==> config.mk <==
export PLATFORM = sky130hd
export DESIGN_NAME = bin2bcd_pipe
export DESIGN_NICKNAME = d
export VERILOG_FILES = /design/src/rtl/bin2bcd_pipe.sv
export SDC_FILE = /design/constraint.sdc
export NUM_CORES = 1
export LEC_CHECK = 0
export CORE_ASPECT_RATIO = 1.5
export CORE_UTILIZATION = 40
export DETAILED_ROUTE_END_ITERATION = 10
export GPL_TIMING_DRIVEN = 0
export PLACE_DENSITY_LB_ADDON = 0.12
export SYNTH_ARGS = -nofsm -noshare
export SYNTH_HDL_FRONTEND = slang
export SYNTH_SLANG_ARGS = --single-unit
export TNS_END_PERCENT = 10
==> constraint.sdc <==
create_clock -name clk -period 5.9 [get_ports clk]
set_input_delay 1.18 -clock clk [delete_from_list [all_inputs] [get_ports clk]]
set_output_delay 1.18 -clock clk [all_outputs]
set_load 0.02 [all_outputs]
==> src/rtl/bin2bcd_pipe.sv <==
// Pipelined signed 11-bit binary to sign-magnitude BCD converter (sign + 4 digits).
// An input capture stage is followed by PIPE_STAGE double-dabble stages.
module bin2bcd_pipe #(
   parameter int PIPE_STAGE = 4
) (
   input  logic        clk,
   input  logic        rstn,
   input  logic [10:0] bin,
   input  logic        bin_vld,
   output logic [16:0] bcd,
   output logic        bcd_vld
);

   localparam int NBITS = 11;
   localparam int DW    = 1 + 16 + NBITS;

   // Stage word layout: [DW-1] sign, [DW-2:NBITS] four BCD digits, [NBITS-1:0] magnitude still to shift.

   // Earlier stages take the extra iteration when NBITS does not divide evenly.
   function automatic int iters(input int s);
      return NBITS / PIPE_STAGE + ((s < (NBITS % PIPE_STAGE)) ? 1 : 0);
   endfunction

   function automatic logic [DW-1:0] dabble(input logic [DW-1:0] v_in, input int n);
      logic [DW-1:0] v;
      v = v_in;
      for (int k = 0; k < NBITS; k++) begin
         if (k < n) begin
            for (int d = 0; d < 4; d++) begin
               if (v[NBITS+4*d +: 4] >= 4'd5)
                  v[NBITS+4*d +: 4] = v[NBITS+4*d +: 4] + 4'd3;
            end
            v[DW-2:0] = {v[DW-3:0], 1'b0};
         end
      end
      return v;
   endfunction

   // Valid semantics: bin_vld qualifies bin for one cycle, with no ready and no backpressure.
   // Each valid bit travels with its data word, and a data word loads only when its incoming valid is set.
   logic [NBITS-1:0]  mag;
   logic [DW-1:0]     in_d;
   logic [DW-1:0]     stg_d [PIPE_STAGE+1];
   logic [DW-1:0]     stg_q [PIPE_STAGE+1];
   logic [PIPE_STAGE:0] vld_q;
   logic [NBITS-1:0]  unused_tail;

   // 1024 is still exact as an unsigned 11-bit magnitude, so -1024 needs no special case.
   always_comb begin
      mag  = bin[10] ? (~bin + 11'd1) : bin;
      in_d = {bin[10], 16'h0000, mag};
   end

   always_comb begin
      stg_d[0] = in_d;
      for (int s = 1; s <= PIPE_STAGE; s++) begin
         stg_d[s] = dabble(stg_q[s-1], iters(s-1));
      end
   end

   always_ff @(posedge clk or negedge rstn) begin
      if (!rstn) begin
         vld_q <= '0;
         for (int s = 0; s <= PIPE_STAGE; s++) begin
            stg_q[s] <= '0;
         end
      end else begin
         vld_q <= {vld_q[PIPE_STAGE-1:0], bin_vld};
         if (bin_vld)
            stg_q[0] <= stg_d[0];
         for (int s = 1; s <= PIPE_STAGE; s++) begin
            if (vld_q[s-1])
               stg_q[s] <= stg_d[s];
         end
      end
   end

   assign bcd         = stg_q[PIPE_STAGE][DW-1:NBITS];
   assign bcd_vld     = vld_q[PIPE_STAGE];
   assign unused_tail = stg_q[PIPE_STAGE][NBITS-1:0];

endmodule

==> results.ini <==
[sta]
fin_crit_sh=0.6356
worstMarginPinSlew_ns=0.6255
period_minus_slack_ns=3.750
setup_tns_ns=0
skew_ns=0.005589
timing.fmax_mhz=266.7
finalWorstSetupSlack_ns=2.150
finalHoldViolations=0
maxSlewViolCount=0
max-slew-margin-rel=0.5786
report.final.setup_viol=0
rsz0062_at_grt=false

[placement]
dpl.cell_count=662
finalWeightedCongestion=0.8377
dpl.hpwl_mm=6.701
preCtsSetupSlack_ns=2.140
io_buffer_count=29

[finish]
multiInputGateArea_sq_um=2412
antenna_cells=0
ff_latch_area_sq_um=1777
final_cells=678
final_core_util=0.4823
fill_cells=1086
area_growth_pct=17.52
layout.nets=564
layout-drive-gt1-share=0.1450

[clock_network]
path_clk_slew_ns=0.06
cts_buffers=9
tritoncts=yes
cts-resized-gates=0
cts_setup_buffers=0
cts.path.max_buffers=2
clock_latency_ns=0.34
h-tree-depth=3
root_buffer=clkbuf_16
postCtsHoldBufs=0
clock-sinks=71

[yosys]
synth_top_family_by_area=compound AO/OA/AOI/OAI gates
synth_seq_cells=71
syn_area_per_cell_sq_um=9.325
synth-xor-area-share=0.03687
synth_simple_gate_area_share=0.1392
synth_compound_area_frac=0.2054
synthAdderAreaFrac=0.06654
synth_cell_types=68
ys.flop_type=dfrtp_1
synthMuxAreaShare=0.08484
synth_enable_flop_cells=0
netlist_instances=484
ys_warn_count=0
synthArstFlopShare=1.000
synth_area_sq_um=4513
seq_area_frac_synth=0.3937

[critical_path]
crit_type=reg2reg
worstPathRequired_ns=6.16
r2r_cells=17
cp-start-kind=flop
critical_path.endpoint_type=flop
crit_fanout=9
critical_path_arrival_ns=4.01

[outcome]
status=completed

[global_route]
globalRouteOverflowTotal=0
grt_pass1_wl_mm=15.17
grt_max_degree=59
antenna_found_initial=0
grt_use_total=0.1647
grt_pass1_vias=3448

[floorplanning]
die_area_sq_um=11720
ios=32
fp.dieW_um=88.73
core_sq_um=11000
initial_core_util=0.4104
rows=47
die_height_um=132.1

[power]
netSwitchingFraction=0.3874
p_leak_nw=2.269
intPower_mw=1.454
clkPwrFrac=0.219
seq_power_share=0.291
power_density_nw_per_um2=447.5
switchingPower_mw=0.9194
combPwrFrac=0.490
vdd_drop_max_mv=0.1989

[min_path]
hp-class=reg2reg
hold_depth=0

[route]
via_per_inst=5.276
drc=0
drt_iter0_drc=166
ant_nets=0
dr_total_vias=3577
wl_per_cell_um=12.85
drt-pass1-iter-count=4
routed_wl_mm=8.709

[flow_run]
maxCapViolCount=0

[stage by stage]
stage	hold slack [ns]	total power [mW]	area (sq um)
after global routing	0.3966	2.565	5304
final	0.3813	2.373	5304
after CTS	0.3842	2.397	5304
after global placement	0.3568	1.837	4991
after detailed placement	0.3647	1.863	5016
after floorplan	0.3519	1.594	4517
[state kept, by name, summed over array words and instances (netlist names)]
signal / count
stg_d: 23
vld_q: 5
bcd: 15
stg_q: 28
[critical path, cell delays in order, from the launching register on]
cell and delay [ns]:
dfrtp_1 0.32, clkbuf_1 0.32, inv_1 0.19, ha_1 0.21
clkbuf_1 0.18, o21ai_0 0.25, xnor2_1 0.17, ha_1 0.25
nand2b_1 0.11, a32oi_1 0.26, xnor2_1 0.17, inv_1 0.10
ha_1 0.18, nand2b_1 0.17, o21ai_0 0.09, o211a_1 0.22
mux2_2 0.35, a21oi_1 0.14
[synth_stat cells (7+ instances only)]
cell type	n	area [sq um]
nand2b_1	9	56.30
nand3_1	10	50.05
o21ai_0	29	145.1
nor2_1	36	135.1
xor2_1	7	61.31
mux2_2	26	292.8
buf_4	17	127.6
dfrtp_1	71	1777
a21oi_1	46	230.2
xnor2_1	12	105.1
mux2i_1	9	90.09
ha_1	24	300.3
clkbuf_1	15	56.30
nand2_1	35	131.4
nor2b_1	7	43.79
inv_1	28	105.1
[power by group through the flow]
stage,combinational [mW],clock [mW],sequential [mW]
finish,1.16,0.519,0.691
global route,1.31,0.551,0.708
CTS,1.17,0.532,0.692
detailed placement,1.16,0,0.701
global placement,1.14,0,0.695
floorplan,0.918,0,0.676
[layout make-up]
cell class	instances	share of cell area
tap	147	0.03468
inverter	29	0.02052
sequential	71	0.3350
multi-input combinational	348	0.4548
clock inverter	7	0.01180
buffer	37	0.04128
timing repair buffer	30	0.05945
clock buffer	9	0.04246
[cell usage in the layout, fill, tap and decap left out, types with 3 or more instances in the layout]
cell type	n
dfrtp_1	71
a21oi_1	46
nor2_1	36
nand2_1	35
o21ai_0	29
inv_1	28
clkdlybuf4s50_1	28
mux2_2	26
ha_1	24
buf_4	18
clkbuf_1	15
xnor2_1	12
nand3_1	10
nand2b_1	9
mux2i_1	9
clkbuf_16	9
nor2b_1	7
xor2_1	7
nor3b_1	6
a21o_1	6
nor3_1	6
a31oi_1	6
o211ai_1	5
or3_1	4
and2_1	4
o31ai_1	4
a32oi_1	3
o41ai_1	3
o2bb2ai_1	3
clkinvlp_4	3
[per-layer routing]
metal / GRT usage / routed length, um / vias up
met3: 0.03068 / 212 / 19
met1: 0.1753 / 3367 / 1708
met5: 0 / 0 / -
met2: 0.3051 / 4885 / 54
li1: - / - / 1796
met4: 0.07079 / 244 / 0
[final timing paths]
kind,start,to,slack (ns)
worst max-delay path,stg_q[96]$_DFFE_PN0P_,stg_q[69]$_DFFE_PN0P_,2.15
worst min-delay path,vld_q[2]$_DFF_PN0_,vld_q[3]$_DFF_PN0_,0.38
worst max register to register,stg_q[96]$_DFFE_PN0P_,stg_q[69]$_DFFE_PN0P_,2.15
worst min register to register,vld_q[2]$_DFF_PN0_,vld_q[3]$_DFF_PN0_,0.38
max in group asynchronous,rstn,vld_q[3]$_DFF_PN0_,4.66
min in group asynchronous,rstn,bcd[4]$_DFFE_PN0P_,0.70
[cells by family after synthesis]
| kind of cell | Yosys count |
|---|---|
| mux | 35 |
| fa+ha+maj | 24 |
| xor+xnor | 19 |
| buf+inv | 66 |
| compound gates | 140 |
| other cells | 1 |
| simple gates | 128 |
| flops | 71 |
Note: power is estimated with default switching activity, not from simulation.
